## config.mk

```make
export PLATFORM = sky130hd
export DESIGN_NAME = bbox_overlay
export DESIGN_NICKNAME = d
export VERILOG_FILES = /design/src/rtl/bbox_overlay.sv
export SDC_FILE = /design/constraint.sdc
export NUM_CORES = 1
export LEC_CHECK = 0
export ABC_AREA = 1
export CAP_MARGIN = 20
export CORE_MARGIN = 4
export CORE_UTILIZATION = 54
export CTS_CLUSTER_DIAMETER = 100
export CTS_CLUSTER_SIZE = 10
export DETAILED_ROUTE_END_ITERATION = 10
export PLACE_DENSITY_LB_ADDON = 0.2
export REMOVE_ABC_BUFFERS = 1
export SLEW_MARGIN = 10
export SYNTH_ARGS = -nofsm -noshare
export SYNTH_HDL_FRONTEND = slang
export SYNTH_SLANG_ARGS = --single-unit
```

## constraint.sdc

```tcl
create_clock -name clock -period 3.2 [get_ports clock]
set_clock_uncertainty 0.1 [all_clocks]
set_input_delay 0.48 -clock clock [delete_from_list [all_inputs] [get_ports clock]]
set_output_delay 0.48 -clock clock [all_outputs]
set_load 0.1 [all_outputs]
```

## src/rtl/bbox_overlay.sv

```systemverilog
// Draws a rectangular outline of the tracked bounding box onto a FIFO-to-FIFO RGB
// pixel stream with zero added latency; box changes are applied only at frame ends.
module bbox_overlay #(
  parameter int          WIDTH     = 720,
  parameter int          HEIGHT    = 540,
  parameter int          THICK     = 2,
  parameter logic [23:0] COLOR     = 24'h00FF00,
  parameter int          MAX_STALE = 4
) (
  input  logic        clock,
  input  logic        reset,
  input  logic        box_valid,
  input  logic [11:0] center_x,
  input  logic [11:0] center_y,
  input  logic [11:0] width,
  input  logic [11:0] height,
  input  logic        in_empty,
  output logic        in_rd_en,
  input  logic [23:0] in_dout,
  input  logic        out_full,
  output logic        out_wr_en,
  output logic [23:0] out_din,
  output logic        frame_done
);

  localparam int          SW    = $clog2(MAX_STALE + 1);
  localparam logic [SW-1:0] SMAX = SW'(MAX_STALE);
  localparam logic [12:0] XMAX  = 13'(WIDTH - 1);
  localparam logic [12:0] YMAX  = 13'(HEIGHT - 1);
  localparam logic [13:0] TH    = 14'(THICK);

  typedef enum logic {IDLE, ACTIVE} state_t;

  typedef struct packed {
    logic [12:0] l;
    logic [12:0] r;
    logic [12:0] t;
    logic [12:0] b;
  } box_t;

  state_t        state_q, state_d;
  logic [11:0]   x_q, x_d, y_q, y_d;
  logic [SW-1:0] stale_q, stale_d, stale_inc;
  logic          pend_v_q, pend_v_d, pend_clr_q, pend_clr_d;
  box_t          pend_q, pend_d, act_q, act_d;
  logic          frame_done_q, frame_done_d;

  logic          xfer, x_last, y_last, last_px;
  logic [12:0]   hw, hh, cx, cy, sum_x, sum_y;
  box_t          new_box;
  logic          new_clr;
  logic [13:0]   x_e, y_e, l_e, r_e, t_e, b_e;
  logic          in_box, near_side, on_edge;

  assign xfer      = !in_empty && !out_full && !reset;
  assign in_rd_en  = xfer;
  assign out_wr_en = xfer;
  assign x_last    = (x_q == 12'(WIDTH - 1));
  assign y_last    = (y_q == 12'(HEIGHT - 1));
  assign last_px   = xfer && x_last && y_last;

  // Incoming box, clamped to the frame; 13-bit sums cannot overflow.
  always_comb begin
    hw        = {2'b00, width[11:1]};
    hh        = {2'b00, height[11:1]};
    cx        = {1'b0, center_x};
    cy        = {1'b0, center_y};
    sum_x     = cx + hw;
    sum_y     = cy + hh;
    new_box.l = (cx >= hw) ? cx - hw : 13'd0;
    new_box.r = (sum_x > XMAX) ? XMAX : sum_x;
    new_box.t = (cy >= hh) ? cy - hh : 13'd0;
    new_box.b = (sum_y > YMAX) ? YMAX : sum_y;
    new_clr   = (width == 12'd0) || (height == 12'd0);
  end

  // Outline test against the committed box only, never the pending one.
  assign x_e = {2'b00, x_q};
  assign y_e = {2'b00, y_q};
  assign l_e = {1'b0, act_q.l};
  assign r_e = {1'b0, act_q.r};
  assign t_e = {1'b0, act_q.t};
  assign b_e = {1'b0, act_q.b};

  assign in_box    = (x_e >= l_e) && (x_e <= r_e) && (y_e >= t_e) && (y_e <= b_e);
  assign near_side = (x_e < l_e + TH) || (x_e + TH > r_e) ||
                     (y_e < t_e + TH) || (y_e + TH > b_e);
  assign on_edge   = (state_q == ACTIVE) && in_box && near_side;

  assign out_din    = on_edge ? COLOR : in_dout;
  assign frame_done = frame_done_q;

  assign stale_inc = (stale_q == SMAX) ? stale_q : stale_q + 1'b1;

  always_comb begin
    state_d      = state_q;
    x_d          = x_q;
    y_d          = y_q;
    stale_d      = stale_q;
    pend_v_d     = pend_v_q;
    pend_clr_d   = pend_clr_q;
    pend_d       = pend_q;
    act_d        = act_q;
    frame_done_d = last_px;

    if (xfer) begin
      if (x_last) begin
        x_d = 12'd0;
        y_d = y_last ? 12'd0 : y_q + 12'd1;
      end else begin
        x_d = x_q + 12'd1;
      end
    end

    if (last_px) begin
      if (box_valid) begin
        // A box arriving on the last pixel bypasses the pending slot.
        act_d    = new_box;
        state_d  = new_clr ? IDLE : ACTIVE;
        stale_d  = '0;
        pend_v_d = 1'b0;
      end else if (pend_v_q) begin
        act_d    = pend_q;
        state_d  = pend_clr_q ? IDLE : ACTIVE;
        stale_d  = '0;
        pend_v_d = 1'b0;
      end else begin
        stale_d = stale_inc;
        if (stale_inc == SMAX) state_d = IDLE;
      end
    end else if (box_valid) begin
      pend_d     = new_box;
      pend_clr_d = new_clr;
      pend_v_d   = 1'b1;
    end
  end

  always_ff @(posedge clock) begin
    if (reset) begin
      state_q      <= IDLE;
      x_q          <= '0;
      y_q          <= '0;
      stale_q      <= '0;
      pend_v_q     <= 1'b0;
      pend_clr_q   <= 1'b0;
      pend_q       <= '0;
      act_q        <= '0;
      frame_done_q <= 1'b0;
    end else begin
      state_q      <= state_d;
      x_q          <= x_d;
      y_q          <= y_d;
      stale_q      <= stale_d;
      pend_v_q     <= pend_v_d;
      pend_clr_q   <= pend_clr_d;
      pend_q       <= pend_d;
      act_q        <= act_d;
      frame_done_q <= frame_done_d;
    end
  end

endmodule

```

==> results of run 1 <==
-- logic make-up (layout without fill, tap and decap cells) --
logic type               after synthesis  count (layout)
adder cells (fa/ha/maj)              150             150
AND/OR/NAND/NOR                      762             762
AO/OA/AOI/OAI                        335             335
XOR/XNOR                              52              52
flip-flops                           135             135
buffers and inverters                329             535
-- routing by layer --
| metal | part of all wire (%) | vias up | global-route usage, % |
|---|---|---|---|
| li1 | - | 6213 | - |
| met1 | 45 | 5588 | 34.83 |
| met2 | 47 | 389 | 46.98 |
| met3 | 5.2 | 61 | 3.693 |
| met4 | 2.1 | 0 | 7.107 |
| met5 | 0 | - | 0 |
-- synthesized netlist by cell type, types with 14 or more instances --
cell	count	area, um^2
a21boi_0	17	127.6
a21oi_1	145	725.7
buf_2	19	95.09
clkbuf_1	33	123.9
dfxtp_1	135	2703
ha_1	146	1827
inv_1	255	957.2
nand2_1	376	1411
nand3_1	108	540.5
nand4_1	51	319.1
nor2_1	143	536.8
nor3_1	45	225.2
nor4_1	14	87.58
o21ai_0	106	530.5
xor2_1	47	411.6
-- per-stage QoR --
step	setup slack [ps]	TNS, ps	area [um^2]
2_1_floorplan	-2169	-83770	11230
4_1_cts	-618.0	-14170	14700
3_5_place_dp	-330.0	-7861	14010
3_3_place_gp	-304.3	-7123	14010
5_1_grt	-789.1	-18300	14960
6_report	-639.2	-14700	14960
-- sequential cells by signal, summed over array words and instances (netlist names) --
signal	cells
pend_clr_q	1
state_q	1
pend_v_q	1
pend_q	52
y_q	12
stale_q	3
frame_done	1
act_q	52
x_q	12
-- area by class of cell --
| cell class | count | share of cell area (%) |
|---|---|---|
| clock buffer | 19 | 2.961 |
| multi-input combinational | 1299 | 52.56 |
| sequential | 135 | 18.21 |
| tap | 275 | 2.300 |
| timing repair buffer | 239 | 16.29 |
| inverter | 264 | 6.634 |
| clock inverter | 13 | 1.046 |
-- path summary, 6_finish.rpt --
check	start	to	slack [ps]
setup / recovery	y_q[2]$_SDFFE_PP0P_	out_din[7]	-640
hold / removal	box_valid	act_q[38]$_SDFFE_PP0P_	340
setup reg to reg	x_q[1]$_SDFFE_PP0P_	pend_q[46]$_SDFFE_PP0P_	440
hold reg to reg	pend_q[11]$_SDFFE_PP0P_	pend_q[11]$_SDFFE_PP0P_	350
-- what timing repair did --
item                                    4_1_cts  5_1_grt
setup buffers                                 2        5
gates resized for setup                      57       57
pin swaps                                     8       27
endpoints found under the setup margin       24       44
gates cloned                                  2        0
-- power by group --
group	internal [mW]	switching, mW	total (mW)
Sequential	1.73	0.0208	1.75
Clock	1.19	0.822	2.01
Combinational	0.485	0.740	1.22
==> flow_summary.yaml, run 1 <==
detailed_routing:
  vias: 12250
  routed_wl_um: 33290
  drc: 0
  drtAntennaViolNets: 0
  firstDrtPassIters: 5
  wl_per_cell_um: 14.83
  route.detailed.vias_per_inst: 5.459
  drt_iter0_markers: 980
logic_synthesis:
  syn_area_per_cell_um2: 6.549
  synth_adder_area_share_pct: 16.51
  ys_async_sr_fraction_pct: 0
  synth.distinct_cells: 50
  synth_seq_area_share_pct: 23.41
  synth_xor_area_share_pct: 3.945
  syn_inst: 1763
  synth_edf_count: 0
  synth_top_family_by_area: "simple AND/OR/NAND/NOR gates"
  synth_seq_cells: 135
  syn_area_um2: 11550
  synthMuxAreaShare_pct: 0
  yosys.area_share.simple_pct: 28.77
  ys.flop_type: "dfxtp_1"
  yosys_warnings: 0
  synth_compound_area_share_pct: 15.99
critical_path:
  reg2regPathDepth: 10
  cp_slowest_cell: "dfxtp_4"
  worst-endpoint-arrival_ps: 3260
  critPathBufInv: 6
  path_cells: "buf_6 > nand2_1 > nor2_2 > nand2_2 > nor2_4 > nand3_2 > nand2_1 > inv_1 > ha_1 > a21oi_1 > o21ai_0 > a21oi_1 > nand2_1 > nand2_1 > nand2_1 > inv_2 > nand2_4 > buf_16 > a21boi_2 > buf_4 > buf_12"
  cp-end-kind: "primary output"
  setup.worst_path.class: "register to primary output"
  cp_max_fo: 4
  critPathMaxStageDelay_ps: 370
  startpoint_type: "register"
  crit_family: "simple AND/OR/NAND/NOR gates"
  cpMostUsedCell: "nand2_1"
  required_ps: 2620
  crit_cells: 21
run_status:
  status: "finished, violations left"
  violations: "negative setup slack"
clock_network:
  cts.sinks: 135
  clock_latency_ps: 430
  tritoncts: "yes"
  numCtsBuffers: 17
  h-tree-depth: 4
  ctsRootBufferMaster: "clkbuf_16"
  holdBufCountCts: 0
  path_clk_slew_ps: 70
  clk_path_buf_depth: 2
timing:
  setup_viol: 24
  fin_ws_ps: -639.2
  timing.fmax_ghz: 0.2605
  finalMaxSlewViolations: 0
  hold_violations: 0
  post-route-period-util_pct: 120.0
  fin_hold_ws_ps: 339.8
  min_period_ps: 3839
  rsz0062_at_grt: "true"
  worst_pin_slew_ps: 860.8
  max_slew_margin_pct: 42.48
global_route:
  grt_pass1_wl_um: 53930
  grt_use_total_pct: 26.86
  first_global_vias: 11470
  overflow: 0
  grt_max_degree: 44
  antenna_found_initial: 0
place:
  dp.cells: 2218
  port_buffers: 103
  dp.final_hpwl_um: 25250
  gp_routability_congestion: 0.9398
flow_run:
  drv_cap: 0
layout:
  fin_util_pct: 71.15
  drive_above_1_share_pct: 14.78
  multi_input_area_um2: 7861
  ff_latch_area_um2: 2724
  antenna_cells: 0
  nFillCells: 1768
  syn_to_final_growth_pct: 29.54
  layout_common_cells: "nand2_1, inv_1, a21oi_1"
  layout_commonest_cell: "nand2_1"
  finalNonFillerCells: 2244
  finalNetCount: 2183
power:
  p_leak_nw: 7.377
  vdd_ir_drop_max_mv: 0.3348
  power_mw: 4.989
  p_per_area_nw_per_um2: 333.5
floorplan:
  die_h_um: 154.2
  die_x_um: 154.2
  die_area_um2: 23790
  fp-row-count: 53
  initial_utilization_pct: 54.93
  ios: 104
  core_um2: 21020
worst_hold_path:
  min_path_cells: 2
  hold_class: "primary input to register"
Power figures use the tool's default switching activity.
==> run 2: changes to the inputs <==
--- a/config.mk
+++ b/config.mk
@@ -8,10 +8,11 @@
 export ABC_AREA = 1
 export CAP_MARGIN = 20
 export CORE_MARGIN = 4
-export CORE_UTILIZATION = 54
+export CORE_UTILIZATION = 23
 export CTS_CLUSTER_DIAMETER = 100
 export CTS_CLUSTER_SIZE = 10
 export DETAILED_ROUTE_END_ITERATION = 10
+export GPL_TIMING_DRIVEN = 0
 export PLACE_DENSITY_LB_ADDON = 0.2
 export REMOVE_ABC_BUFFERS = 1
 export SLEW_MARGIN = 10
==> run 2 against run 1 <==
  * The run still ends with negative setup slack left
  * Non-clock buffer count shrank 85
  * Critical endpoint is now out_din[12]
  * Combinational power shrank 4%
  * Maximum frequency rose by 0.20%
  * Final cell count up 14%
  * Global-route usage shrank 13 points
  * Register-to-register slack worse by 150 ps
==> flow_summary.yaml, run 2 (same netlist as run 1, synthesis figures left out) <==
power:
  switchingPower_mw: 1.612
  power_mw: 4.928
  switching_share_pct: 32.71
  vdd_ir_drop_max_mv: 0.3366
  power.share.clock_pct: 41.0
  p_leak_nw: 7.043
  p_per_area_nw_per_um2: 325.4
  power_frac_comb_pct: 23.8
  p_seq_share_pct: 35.3
  p_int_mw: 3.316
layout:
  reg.largest.list: "act_q: 52 flops, pend_q: 52 flops"
  finalNonFillerCells: 2551
  design_area_um2: 15150
  fin_util_pct: 30.75
  drive_above_1_share_pct: 12.93
  layout_commonest_cell: "nand2_1"
  syn_to_final_growth_pct: 31.18
  finalNetCount: 2101
  antenna_cells: 0
  layout_common_cells: "nand2_1, inv_1, a21oi_1"
critical_path:
  path_cells: "clkinvlp_4 > buf_6 > nor3_4 > nand2_1 > nor2_2 > xor2_1 > inv_1 > ha_4 > nand2_4 > nor4b_4 > nand4_1 > nand2_1 > nand2_2 > clkinv_4 > nand2_8 > nand2_8 > nand2_4 > buf_12"
  setup.worst_path.class: "register to primary output"
  reg2regPathDepth: 11
  reg2reg_from: "x_q[1]$_SDFFE_PP0P_"
  critPathMaxStageDelay_ps: 370
  startpoint_type: "register"
  cp_slowest_cell: "dfxtp_4"
  rrSetupSlack_ps: 290
  required_ps: 2620
  worst-endpoint-arrival_ps: 3250
  cp-end-kind: "primary output"
  crit_family: "simple AND/OR/NAND/NOR gates"
  cp_max_fo: 8
  r2r-end: "act_q[38]$_SDFFE_PP0P_"
  critPathBufInv: 5
timing:
  rsz0062_at_grt: "true"
  fin_ws_ps: -631.4
  setup_viol: 24
  min_period_ps: 3831
  hold_violations: 0
  timing.setup.tns_ps: -14310
  fin_hold_ws_ps: 342.8
  timing.fmax_ghz: 0.2610
  finalMaxSlewViolations: 0
  worst_pin_slew_ps: 1020
  max_slew_margin_pct: 31.75
  post-route-period-util_pct: 119.7
detailed_routing:
  wl_per_cell_um: 14.78
  route.detailed.vias_per_inst: 4.544
  firstDrtPassIters: 5
  routed_wl_um: 37700
  drt_iter0_markers: 686
  vias: 11590
  drc: 0
  drtAntennaViolNets: 0
place:
  gp_routability_congestion: 0.8500
  port_buffers: 103
  dp_slack_ps: -2210
  dp.cells: 2468
  placed_area_um2: 13160
  dp.final_hpwl_um: 27410
run_status:
  status: "finished, violations left"
  violations: "negative setup slack"
floorplan:
  fp-row-count: 81
  initial_utilization_pct: 23.44
  die_x_um: 232.1
  die_h_um: 232.1
  ios: 104
  die_area_um2: 53850
  core_um2: 49250
clock_network:
  tritoncts: "yes"
  cts.sinks: 135
  ctsRootBufferMaster: "clkbuf_16"
  clk_path_buf_depth: 2
  numCtsBuffers: 17
  path_clk_slew_ps: 60
  clock_latency_ps: 440
  h-tree-depth: 4
global_route:
  grt_pass1_wl_um: 59800
  overflow: 0
  grt_use_total_pct: 13.78
  grt_max_degree: 76
  antenna_found_initial: 0
  first_global_vias: 11000
worst_hold_path:
  min_path_cells: 2
  worstHoldStart: "pend_q[12]$_SDFFE_PP0P_"
  hold_class: "register to register"
  worst_hold_path.endpoint: "pend_q[12]$_SDFFE_PP0P_"
flow_run:
  drv_cap: 0
[run 2: cell type report]
| class | count | area [um^2] |
|---|---|---|
| Sequential cell | 135 | 2766 |
| Tap cell | 664 | 830.8 |
| Fill cell | 5321 | 34110 |
| Inverter | 264 | 1012 |
| Timing Repair Buffer | 154 | 1755 |
| Multi-Input combinational cell | 1302 | 8192 |
| Clock inverter | 13 | 146.4 |
| Clock buffer | 19 | 442.9 |
[run 2: how the worst max path moves through the flow]
| stage | start | endpoint | depth (start not counted) |
|---|---|---|---|
| global route | y_q[6]$_SDFFE_PP0P_ | out_din[14] | 18 |
| CTS | y_q[2]$_SDFFE_PP0P_ | out_din[16] | 17 |
| floorplan | y_q[2]$_SDFFE_PP0P_ | out_din[0] | 16 |
| detailed placement | y_q[2]$_SDFFE_PP0P_ | out_din[12] | 19 |
| global placement | box_valid | pend_q[28]$_SDFFE_PP0P_ | 7 |
| finish | y_q[6]$_SDFFE_PP0P_ | out_din[12] | 18 |
[run 2: power groups by stage]
stage	combinational, mW	sequential (mW)	clock (mW)
global route	1.29	1.74	2.13
finish	1.17	1.74	2.02
global placement	1.09	1.79	0
floorplan	0.716	1.78	0
detailed placement	1.09	1.79	0
CTS	1.15	1.74	2.09
[run 2: metal layers]
| layer | share of wire, % | GRT usage, % |
|---|---|---|
| met5 | 0 | 0 |
| met4 | 1.3 | 3.213 |
| met3 | 3.4 | 1.840 |
| met2 | 45 | 22.16 |
| met1 | 50 | 19.61 |
[run 2: worst register-to-register path: stages, from the launching register on]
cell and delay [ps]:
dfxtp_4 400, buf_4 130, ha_1 130, inv_1 70
nor3_1 190, nand4_2 260, nor2_4 380, nand2_8 270
inv_4 300, nor2_4 140, inv_4 270, o32ai_1 130
[run 2: what timing repair did]
item,CTS,global route
pin swaps,33,27
setup endpoints to repair,76,82
resized for setup,367,60
setup buffers,32,16
gates cloned,3,0
hold buffers,0,0
==> edit 1: new RTL, config.mk and constraints of run 1 <==
The parameter `MAX_STALE` goes from 4 to 8.
--- a/src/rtl/bbox_overlay.sv
+++ b/src/rtl/bbox_overlay.sv
@@ -6,5 +6,5 @@
   parameter int          THICK     = 2,
   parameter logic [23:0] COLOR     = 24'h00FF00,
-  parameter int          MAX_STALE = 4
+  parameter int          MAX_STALE = 8
 ) (
   input  logic        clock,
Behaviour: same outputs for any inputs over 10 cycles, from zero or initial values and one cycle with reset high; that may be too few to reach the edited logic, so the function may still have changed.
==> edit 1 against run 1 <==
  * The flow still finishes with violations (setup timing)
  * Worst setup slack worse by 170 ps
  * Sequential cell count up 1
  * Cell area up 1.7%
  * Core utilization grew 0.55 points
  * Maximum frequency down 4.3%
  * Non-clock buffer count rose by 5
  * Total power decreased by 0.51%
  * Via count rose by 1.0%
  * Synthesized area up 1.6%
  * Wire length grew 3.3%
==> edit 1: results (changes against run 1) <==
- Internal Power: 0.00338 W (-0.82%)
- DRT Pass-1 Iters: 6 (+1)
- M2 GR Usage: 46.6% (-0.43 points)
- Clock Path Buffers: 2 (unchanged)
- Grt met1 use: 34.8% (about the same)
- Routed length on met3: 2100 um (+22%)
- Setup Viol. Count Final: 24 (unchanged)
- Synth cell types: 54 (+8.0%)
- Placed wire-length estimate: 25,200 um (-0.12%)
- Largest net degree at the start of global routing: 48 (+9.1%)
- Vias in the first global route: 11,400 (-0.70%)
- Met3 Usage GRT: 3.28% (-0.41 points)
- Gr usage total: 26.8% (-0.099 points)
- Met2 wire len: 16,300 um (+3.5%)
- First-pass GRT wire length: 54,100 um (+0.33%)
- Routability cong.: 0.954 (+1.6%)
- Total negative slack: -17,300 ps (-2600 ps)
- Hold Path Sink: pend_q[10]
- Nets: 2,187 (+0.18%)
- HP Start: pend_q[10]
- Ant diodes: 0 (unchanged)
- DRT met1 WL: 15,100 um (about the same)
- Post-synth ARST share: 0% (unchanged)
- Synth Area in XOR/XNOR: 3.96% (+0.012 points)
- Antenna violations before repair: 0 (unchanged)
- Status: complete, but fails checks
- FF-to-FF path depth: 12 (+2)
- Critical Path Sink: out_din[3]
- Peak supply drop: 0.000340 V (+1.5%)
- Failing checks: setup timing
- Vias: 12,400 (+1.0%)
- Reg2reg setup slack: 650 ps (+210 ps)
- Register area share after synthesis: 23.2% (-0.20 points)
- Share of layout cells above drive strength 1: 17.0% (+2.2 points)
- Adder-cell area share of the yosys netlist: 16.3% (-0.26 points)
- Hold Crit Class: reg2reg
- Compound-cell area share of the yosys netlist: 16.0% (about the same)
- Comb power frac: 24.4% (-0.2 points)
- Highest metal used: met4
- CP Max Fanout: 8 (+4)
- Reg power frac: 35.5% (+0.4 points)
- Top cells by area, synth: dfxtp_1 23%, ha_1 16%, nand2_1 12%
- Commonest cells in the netlist: 370 x nand2_1, 244 x inv_1, 148 x nor2_1, 146 x ha_1, 139 x a21oi_1
- Slew HR: 59.0% (+17 points)
- FF-to-FF Start: y_q[1]
- Total wire length: 34,400 um (+3.3%)
- Crit path DAT: 3430 ps (+170 ps)
- Pleak: 7.40 nW (+0.34%)
- Initial DRC count: 1,036 (+5.7%)
- R2R Path End: act_q[20]
- PnR worst setup slack: -813 ps (-174 ps)
- Die footprint: 24,100 um2 (+1.5%)
- CTS sink cnt: 136 (+0.74%)
- Pwr per Cell Area: 326 nW/um2 (-2.2%)
-- edit 1: cell count changes after synthesis, sizes merged, moves of 4 or more --
cell and change:
clkbuf -5, a31oi +4, nand4 -15, nand3 +6, nor2 +4, inv -5, o21ai +7, buf +6
a21oi -5
-- edit 1: layout make-up --
cell class,instances,area [um2]
tap,275,344
inverter,259,985
clock buffer,19,443
sequential,136,2740
multi-input combinational,1302,8170
fill,1745,6010
timing repair buffer,244,2390
clock inverter,12,141
-- edit 1: metrics by stage --
step                instances  setup slack, ps  hold slack, ps  instance area [um2]
CTS                      2234             -748             342                14700
global route             2247             -915             359                15200
global placement         2195             -450             326                13900
finish                   2247             -813             345                15200
detailed placement       2195             -536             332                13900
floorplan                1695            -2130             319                11300
-- edit 1: repair_timing --
item	CTS	global route
gates resized for setup	47	95
setup endpoints to repair	24	24
pin swaps	17	39
setup buffers	6	13
hold endpoints to repair	0	0
cloned	2	0
==> edit 2: new RTL, config.mk and constraints of run 1 <==
Made on the original files. Make the reset (`reset`) asynchronous in one clocked block.
--- a/src/rtl/bbox_overlay.sv
+++ b/src/rtl/bbox_overlay.sv
@@ -136,5 +136,5 @@
   end
 
-  always_ff @(posedge clock) begin
+  always_ff @(posedge clock or posedge reset) begin
     if (reset) begin
       state_q      <= IDLE;
Formal check against the unedited RTL: no difference found for any inputs over 10 cycles, from zero or initial values and one cycle with reset high; that may be too few to reach the edited logic, so the function may still have changed.
==> edit 2 against run 1 <==
  * The flow still finishes with violations (setup timing)
  * Worst setup slack got worse by 210 ps
  * Sequential cell count unchanged
  * Cell area increased by 4.5%
  * Total power increased by 18%
  * Wire length increased by 3.5%
  * Register-to-register slack got worse by 990 ps
  * Global-route usage increased by 1.2 points
  * Synthesized area increased by 5.0%
  * Critical path depth decreased by 1
  * First-iteration DRC count decreased by 8.9%
  * Critical endpoint is now out_din[5]
==> edit 2: results (changes against run 1) <==
- Post-Syn Instances: 1,736 (-1.5%)
- Gr usage total: 28.0% (+1.2 points)
- Hold Crit Class: reg2reg
- Met3 Usage GRT: 3.31% (-0.39 points)
- Routed len/inst: 15.2 um (+2.2%)
- Vias: 12,500 (+1.6%)
- M2 GR Usage: 47.5% (+0.52 points)
- Top cells by area, synth: dfrtp_1 28%, ha_1 15%, nand2_1 13%
- Largest net degree at the start of global routing: 66 (+50%)
- Pleak: 8.12 nW (+10%)
- Failing checks: setup timing
- CP Max Fanout: 5 (+1)
- Grt met1 use: 37.0% (+2.1 points)
- Total negative slack: -19,300 ps (-4610 ps)
- Filler cells: 1,773 (+0.28%)
- Critical-path top delay cell: dfrtp_1
- Placed wire-length estimate: 26,300 um (+4.1%)
- Peak supply drop: 0.000382 V (+14%)
- Placed cells: 2,212 (-0.27%)
- PnR worst setup slack: -851 ps (-212 ps)
- Post-synth ARST share: 100% (+100 points)
- Setup Viol. Count Final: 25 (+4.2%)
- First-pass GRT wire length: 57,400 um (+6.3%)
- Synth cell types: 53 (+6.0%)
- Commonest cells in the netlist: 425 x nand2_1, 244 x inv_1, 146 x ha_1, 142 x nor2_1, 135 x dfrtp_1
- Status: complete, but fails checks
- Crit path DAT: 3470 ps (+210 ps)
- Initial DRC count: 893 (-8.9%)
- Placed cell area: 14,600 um2 (+4.0%)
## edit 2: changes by cell type after synthesis, moves of 11 or more
cell and delta:
a21oi_1 -42, clkbuf_1 -17, dfrtp_1 +135, dfxtp_1 -135, inv_1 -11, nand2_1 +49, nand4_1 -18
## edit 2: cells by family after synthesis
| logic type | Yosys count | synth area share, % |
|---|---|---|
| DFF | 135 | 27.9 |
| and+or+nand+nor | 797 | 28.8 |
| xor gates and xnor gates | 59 | 4.26 |
| AOI/OAI and AO/OA | 291 | 13.2 |
| buffers and inverters | 304 | 10.2 |
| adders and majority gates | 150 | 15.7 |
## edit 2: stage by stage
step	worst slack (ps)	hold WS (ps)	util [%]
floorplan	-2080	342	-
global route	-946	403	71.2
finish	-851	376	71.2
detailed placement	-492	362	66.4
global placement	-402	357	66.4
CTS	-636	378	70.4
## edit 2: worst register-to-register path, delay by kind of cell (launching register included)
kind                     cells  cell delay (ps)
XOR/XNOR                     1              160
buffers and inverters       20             2280
flip-flops                   1              380
AND/OR/NAND/NOR              6              570
adder cells (fa/ha/maj)      1              200
## edit 2: path summary, 6_finish.rpt
check / end / startpoint / cells after the start / slack [ps]
min in group asynchronous: x_q[10] / reset / 2 / 470
worst max-delay path: out_din[5] / x_q[1] / 20 / -850
worst min register to register: act_q[30] / act_q[30] / 2 / 380
worst max register to register: y_q[11] / y_q[2] / 28 / -550
worst min-delay path: act_q[30] / act_q[30] / 2 / 380
max in group asynchronous: act_q[15] / reset / 3 / 1890
## edit 2: per-layer routing
metal | vias to the layer above | share of wire [%] | routed length [um]
met5 | - | 0 | 0
met2 | 409 | 47 | 16300
met1 | 5791 | 44 | 15200
met3 | 78 | 5.5 | 1890
li1 | 6174 | - | -
met4 | 0 | 2.9 | 994
## edit 2: final cells by class
cell class | count | share of cell area [%]
clock inverter | 14 | 0.704
timing repair buffer | 271 | 16.6
multi-input combinational | 1299 | 49.9
sequential | 135 | 21.6
tap | 280 | 2.24
inverter | 255 | 6.17
clock buffer | 18 | 2.81
## edit 2: report_power, final
group          internal, W  total [W]  switching (W)
sequential         0.00183    0.00190      0.0000699
combinational     0.000857    0.00213        0.00128
clock              0.00103    0.00185       0.000826
## edit 2: repair_timing
| action | in CTS | in global routing |
|---|---|---|
| cloned | 2 | 0 |
| pin swaps | 26 | 20 |
| buffers inserted | 21 | 6 |
| endpoints found under the setup margin | 24 | 25 |
| resized for setup | 62 | 33 |
